[config.mk]
export PLATFORM = sky130hd
export DESIGN_NAME = vga_vtiming
export DESIGN_NICKNAME = d
export VERILOG_FILES = /design/src/rtl/vga_vtiming.sv
export SDC_FILE = /design/constraint.sdc
export NUM_CORES = 1
export LEC_CHECK = 0
export ABC_AREA = 1
export ABC_CLOCK_PERIOD_IN_PS = 1200
export BUFFER_PORTS_ARGS = -buffer_cell sky130_fd_sc_hd__buf_2
export CAP_MARGIN = 20
export CELL_PAD_IN_SITES_DETAIL_PLACEMENT = 0
export CELL_PAD_IN_SITES_GLOBAL_PLACEMENT = 1
export CORE_ASPECT_RATIO = 0.8
export CORE_MARGIN = 1.5
export CORE_UTILIZATION = 33
export DETAILED_ROUTE_END_ITERATION = 8
export MAX_ROUTING_LAYER = met4
export PLACE_DENSITY_LB_ADDON = 0.1
export RECOVER_POWER = 100
export SETUP_SLACK_MARGIN = 0.3
export SYNTH_ARGS = -nofsm -noshare
export SYNTH_HDL_FRONTEND = slang
export SYNTH_SLANG_ARGS = --single-unit
[constraint.sdc]
create_clock -name clk -period 1.2 [get_ports clk]
set_input_delay 0.24 -clock clk [delete_from_list [all_inputs] [get_ports clk]]
set_output_delay 0.24 -clock clk [all_outputs]
set_load 0.05 [all_outputs]
[src/rtl/vga_vtiming.sv]
// Vertical timing generator: counts lines from an upstream HS and drives VS/line_cnt.
// Optional macro VGA_VTIMING_WATCHDOG_EN adds a loss-of-HS watchdog that drops lock.
module vga_vtiming #(
    parameter int   LINE_MAX = 525,
    parameter int   VS_FP    = 10,
    parameter int   VS_BP    = 12,
    parameter logic VS_POL   = 1'b1,
    parameter logic HS_POL   = 1'b1,
    parameter int   TIMEOUT  = 4096
) (
    input  logic        clk,
    input  logic        rst_n,
    input  logic        hs_in,
    output logic        VS,
    output logic [11:0] line_cnt,
    output logic        line_tick,
    output logic        frame_start,
    output logic        locked,
    output logic        lost
);

    typedef enum logic {
        SEARCH = 1'b0,
        LOCKED = 1'b1
    } state_t;

    localparam logic [11:0] LAST_LINE = 12'(LINE_MAX - 1);
    localparam logic [11:0] VS_START  = 12'(VS_FP);
    localparam logic [11:0] VS_END    = 12'(VS_BP);

    state_t      state_q, state_d;
    logic        hs_q1, hs_q2;
    logic        evt_s;
    logic        evt_q;
    logic [11:0] line_cnt_q, line_cnt_d;
    logic        vs_q, vs_d;
    logic        tick_q;
    logic        fs_q, fs_d;
    logic        locked_q;
    logic        lost_q, lost_d;
    logic        expire_s;

    assign evt_s = (hs_q1 == HS_POL) && (hs_q2 != HS_POL);

    // HS synchroniser and event register; reset flushes any edge seen during reset
    always_ff @(posedge clk) begin
        if (rst_n) begin
            hs_q1 <= ~HS_POL;
            hs_q2 <= ~HS_POL;
            evt_q <= 1'b0;
        end else begin
            hs_q1 <= hs_in;
            hs_q2 <= hs_q1;
            evt_q <= evt_s;
        end
    end

`ifdef VGA_VTIMING_WATCHDOG_EN
    localparam int             WD_W    = $clog2(TIMEOUT + 1);
    localparam logic [WD_W-1:0] WD_LAST = WD_W'(TIMEOUT - 1);

    logic [WD_W-1:0] wd_q, wd_d;

    assign expire_s = (state_q == LOCKED) && !evt_q && (wd_q == WD_LAST);

    // Watchdog next value: counts idle cycles while locked, an event always wins
    always_comb begin
        wd_d = '0;
        if (state_q == LOCKED && !evt_q && !expire_s) begin
            wd_d = wd_q + WD_W'(1);
        end else begin
            wd_d = '0;
        end
    end

    // Watchdog register
    always_ff @(posedge clk) begin
        if (rst_n) begin
            wd_q <= '0;
        end else begin
            wd_q <= wd_d;
        end
    end
`else
    assign expire_s = 1'b0;
`endif

    // Line-counting FSM next state and registered-output next values
    always_comb begin
        state_d    = state_q;
        line_cnt_d = line_cnt_q;
        fs_d       = 1'b0;
        lost_d     = 1'b0;
        case (state_q)
            SEARCH: begin
                line_cnt_d = 12'd0;
                if (evt_q) begin
                    state_d = LOCKED;
                    fs_d    = 1'b1;
                end else begin
                    state_d = SEARCH;
                end
            end
            LOCKED: begin
                if (evt_q) begin
                    if (line_cnt_q >= LAST_LINE) begin
                        line_cnt_d = 12'd0;
                        fs_d       = 1'b1;
                    end else begin
                        line_cnt_d = line_cnt_q + 12'd1;
                    end
                end else if (expire_s) begin
                    state_d    = SEARCH;
                    line_cnt_d = 12'd0;
                    lost_d     = 1'b1;
                end else begin
                    line_cnt_d = line_cnt_q;
                end
            end
            default: begin
                state_d    = SEARCH;
                line_cnt_d = 12'd0;
            end
        endcase

        // VS follows the new line index so both change on the same edge
        if (state_d == LOCKED && line_cnt_d >= VS_START && line_cnt_d < VS_END) begin
            vs_d = VS_POL;
        end else begin
            vs_d = ~VS_POL;
        end
    end

    // State and output registers
    always_ff @(posedge clk) begin
        if (rst_n) begin
            state_q    <= SEARCH;
            line_cnt_q <= 12'd0;
            vs_q       <= ~VS_POL;
            tick_q     <= 1'b0;
            fs_q       <= 1'b0;
            locked_q   <= 1'b0;
            lost_q     <= 1'b0;
        end else begin
            state_q    <= state_d;
            line_cnt_q <= line_cnt_d;
            vs_q       <= vs_d;
            tick_q     <= evt_q;
            fs_q       <= fs_d;
            locked_q   <= (state_d == LOCKED);
            lost_q     <= lost_d;
        end
    end

    assign VS          = vs_q;
    assign line_cnt    = line_cnt_q;
    assign line_tick   = tick_q;
    assign frame_start = fs_q;
    assign locked      = locked_q;
    assign lost        = lost_q;

endmodule

======== Yosys cells after proc, flatten, opt, wreduce, memory -nomap -nowiden ========
Index checks and enable logic that the tools add are counted.
storage, ports and cells
  register bits ........................... 19
  bits in latches ......................... 0
  RAM bits ................................ 0
  memory bits (read-only) ................. 0
  input port bits ......................... 3
  output and inout bits ................... 17
  word-level logic and storage cells ...... 26
  memories kept ........................... 0
cells by class
  add/sub/neg operators ................... 1
  $mul .................................... 0
  divide/modulo/power cells ............... 0
  $lt $le $gt $ge ......................... 3
  eq/ne operators ......................... 0
  shifts and indexed selects .............. 0
  multiplexer cells ....................... 9
  bitwise gates (word level) .............. 2
  reduce and logical (&&, ||, !) cells .... 3
operators with widths
  cell                   number
  $mux 12                2
  $pmux 12 s2            1
  $add 12x1->12 const B  1
  $ge 12x10->1 const B   1
  $ge 12x4->1 const B    1
  $lt 12x4->1 const B    1
  $mux 1                 4
  $pmux 1 s2             2
  $logic_and 1x1->1      3
  $not 1->1              2

======== Logic depth before layout (Yosys ltp) ========
  depth after elaboration ................. 8
  depth in mapped cells ................... 11
  gate-level depth less buffers ........... 11

======== Worst setup path before layout ========
OpenSTA, ideal clock, no wires.
  path kind ............................... reg2reg
  start point ............................. reg line_cnt_q[1], in the netlist line_cnt[1]
  end point ............................... reg vs_q, in the netlist VS
  setup time .............................. 0.062 ns
  arrival time ............................ 1.660 ns
  data required time ...................... 1.138 ns
  path slack .............................. -0.521 ns
  stages on the path, launching flop included .. 12
  path buffers ............................ 0
  clock period less this slack ............ 1.721 ns
  cells stage by stage .................... dfxtp_1 > ha_1 > nand3_1 > nor2_2 > nand2_1 > nand2_1 > nor2_1 > nand2_1 > nand2_1 > nor2_2 > nand3_2 > nor2_2
on the way
  longest elaborated chain between the ends .. 8
  elaborated cells between the ends (all ways) .. 10
  classes of those cells .................. add/sub: 1; order compare: 3; mux: 4; reduce/logical: 2
ends and longest elaborated chain
  element                                        line      source
  start: declaration                             35        logic [11:0] line_cnt_q, line_cnt_d;
  start signal: assignment                       146       line_cnt_q <= line_cnt_d;
  $add 12x1->12 or $ge 12x10->1 (tied branches)  110, 106
  $mux 12                                        106       if (line_cnt_q >= LAST_LINE) begin
  $mux 12 (*)                                    105       if (evt_q) begin
  $pmux 12 s2 (*)                                94        case (state_q)
  $ge 12x4->1                                    127       if (state_d == LOCKED && line_cnt_d >= VS_START && line_cnt_d < VS_END) begin
  $logic_and 1x1->1                              127
  $logic_and 1x1->1 (*)                          127
  $mux 1 (*)                                     127
  end signal: assignment                         139       vs_q <= ~VS_POL;
  end signal: assignment                         147       vs_q <= vs_d;
  end: declaration                               36        logic vs_q, vs_d;
Every way passes the cells marked *; elsewhere a longest branch is shown, timed or not.
A chain may end at the register's enable or synchronous reset.

======== Worst setup path after layout ========
Same ends and word-level chain as after synthesis.

==> impl_metrics.ini <==
[status]
status = finished with violations
violations = negative setup slack

[critical_path]
reg2regPathDepth = 11
startpoint_type = register
crit_type = reg -> reg
critPathMaxFanout = 4
critPathCaptureType = register
crit_required_ns = 1.45
cp.arrival_ns = 1.60

[yosys]
syn-cell-area_um2 = 937
synth_top_cell_by_area = dfxtp_1
seq_area_frac_synth_pct = 40.6
syn_inst = 133
syn_area_per_cell_um2 = 7.05
synth_seq_cells = 19
synth_top_area_share_pct = 40.6
yosys.cell_types.count = 26
synthFlopType = dfxtp_1
synthArstFlopShare_pct = 0
synth_nets = 138
synth_edf_count = 0
yosysWarnings = 0
netlist_top_cells_area = dfxtp_1 (41%), nand2_1 (11%), nor2_1 (9.2%)

[power]
power.density_nw_per_um2 = 620
p_total_mw = 1.05
clkPwrFrac_pct = 31.8
p_seq_share_pct = 58.8
leakage_nw = 0.809
swShare_pct = 26.3
p_sw_uw = 277
power_frac_comb_pct = 9.4
ir_drop_mv = 0.449
internal_power_uw = 773

[clock_tree]
htree_levels = 1
cts_max_path_buffers = 2
clkLatencyLatePin_ns = 0.30
cts_tree = done
clk_pin_slew_ns = 0.11
cts_made_buffers = 3
clock_sinks = 19
cts-root-buf = clkbuf_4

[routing]
vias = 981
routed_wl_mm = 2.45
drtIter0Drc = 33
drc_errors = 0
wire_per_inst_um = 10.9
detail_route.vias_per_cell = 4.34
drt_first_pass_iters = 4
ant_nets = 0

[finish]
final_layout_size_suffix_gt1_share_pct = 58.5
layout.nets = 194
multi_input_area_um2 = 572
nFillCells = 269
mostFrequentLayoutCells = buf_4 (31), nand2_1 (22), nor2_1 (17)
syn2layout_area_growth_pct = 80.8
postLayoutCellArea_um2 = 1690
seqCellArea_um2 = 435
n_antenna_cell = 0
layout_commonest_cell = buf_4

[global_routing]
grt.met3_usage_pct = 4.71
globalRouteMet1Util_pct = 22.4
grt_usage_pct = 17.5
top_usage_layer = met2
grt_pass1_wl_mm = 4.15
grt_pass1_vias = 944
antenna_found_initial = 0
met2_usage_pct = 27.6
grt_max_degree = 13
grt_remaining_overflow = 0

[die]
io_pins = 20
core-area_um2 = 2720
initial_core_util_pct = 34.4
die_h_um = 50.7
die_w_um = 62.6
num_rows = 17
die_area_um2 = 3170

[hold_path]
holdPathStages = 3
hp-class = in -> reg

[run]
drv_cap = 0

[timing]
fin_skew_ns = 0.00215
slew_headroom_pct = 56.9
tightest_slew_ns = 0.646
rsz0062_at_grt = yes
fin_crit_sh_pct = 112
setup_viol = 10
finalHoldViolCount = 0
fin_setup_tns_ns = -0.552
fin_crit_ns = 1.34
drv_slew = 0
fin_ws_ns = -0.145
fmax_ghz = 0.744

[place]
post-dp-hpwl_mm = 1.80
io_buffers = 18
placed_cell_area_um2 = 1340
post-place-ws_ns = -0.130
place.gp.congestion = 0.778
[kinds of logic (layout without fill, tap and decap cells)]
logic type / Yosys count / count (layout) / synth area share [%]
DFF: 19 / 19 / 40.6
AOI/OAI and AO/OA: 10 / 10 / 6.68
and+or+nand+nor: 76 / 76 / 37.5
adders and majority gates: 2 / 2 / 2.67
xor gates and xnor gates: 1 / 1 / 0.935
other: 1 / 1 / 0.400
buffers and inverters: 24 / 79 / 11.2
[path summary, 6_finish.rpt]
| kind | start | end | slack, ns |
|---|---|---|---|
| max | line_cnt[1] | VS | -0.14 |
| min | hs_in | hs_q1 | 0.13 |
| min reg2reg | hs_q2 | evt_q | 0.39 |
| max reg2reg | line_cnt[1] | VS | -0.14 |
[sequential cells by signal, indices dropped and copies added (netlist names)]
| register | flops |
|---|---|
| line_cnt | 12 |
| frame_start | 1 |
| evt_q | 1 |
| line_tick | 1 |
| VS | 1 |
| hs_q1 | 1 |
| locked | 1 |
| hs_q2 | 1 |
[cell usage after synthesis, types with 2 or more instances]
library cell,number
a21oi_1,4
inv_1,18
ha_1,2
nand2_2,2
nor2_2,3
dfxtp_1,19
nor2_1,23
inv_2,2
nor3_1,2
nand2_1,27
o21ai_0,2
nand3_1,12
nand2_4,2
nand4_1,3
[critical path, cell delays in order, from the launching register on]
cell and delay [ns]:
dfxtp_4 0.39, ha_4 0.15, nand3_4 0.08, nor2_4 0.12
nand2_1 0.06, nand2_1 0.06, nor2_1 0.04, nand2_1 0.07
nand2_1 0.06, nor2_2 0.11, nand3_2 0.07, nor2_2 0.07
[cell type report]
class                      instances  area share (%)
multi-input combinational         90            33.8
clock inverter                     1           0.295
sequential                        19            25.7
inverter                          20            4.58
clock buffer                       3            1.33
timing repair buffer              55            31.5
tap                               38            2.81
[per-stage QoR]
stage / utilization, % / hold WS [ns] / std cells
2_1_floorplan: - / 0.317 / 133
3_3_place_gp: 49.0 / 0.379 / 213
3_5_place_dp: 49.0 / 0.384 / 213
4_1_cts: 58.3 / 0.121 / 219
5_1_grt: 62.2 / 0.126 / 226
6_report: 62.2 / 0.131 / 226
[power by group through the flow]
| stage | clock [mW] | sequential, mW | combinational, mW |
|---|---|---|---|
| 2_1_floorplan | 0 | 0.646 | 0.0398 |
| 3_3_place_gp | 0 | 0.635 | 0.0762 |
| 3_5_place_dp | 0 | 0.635 | 0.0760 |
| 4_1_cts | 0.355 | 0.621 | 0.0874 |
| 5_1_grt | 0.378 | 0.620 | 0.106 |
| 6_report | 0.333 | 0.618 | 0.0987 |
[metal layers]
layer | share of wire (%) | vias to the layer above
met1 | 47 | 444
li1 | - | 517
met3 | 4.4 | 2
met2 | 48 | 18
met5 | 0 | -
met4 | 0.81 | 0
[timing repair]
| item | 4_1_cts | 5_1_grt |
|---|---|---|
| hold buffers | 0 | 0 |
| endpoints found under the setup margin | 32 | 32 |
| pin swaps | 5 | 5 |
| hold endpoints to repair | 0 | 0 |
| buffers inserted | 2 | 7 |
| gates resized for setup | 68 | 15 |
No activity file was read; power rests on OpenSTA's default activity.
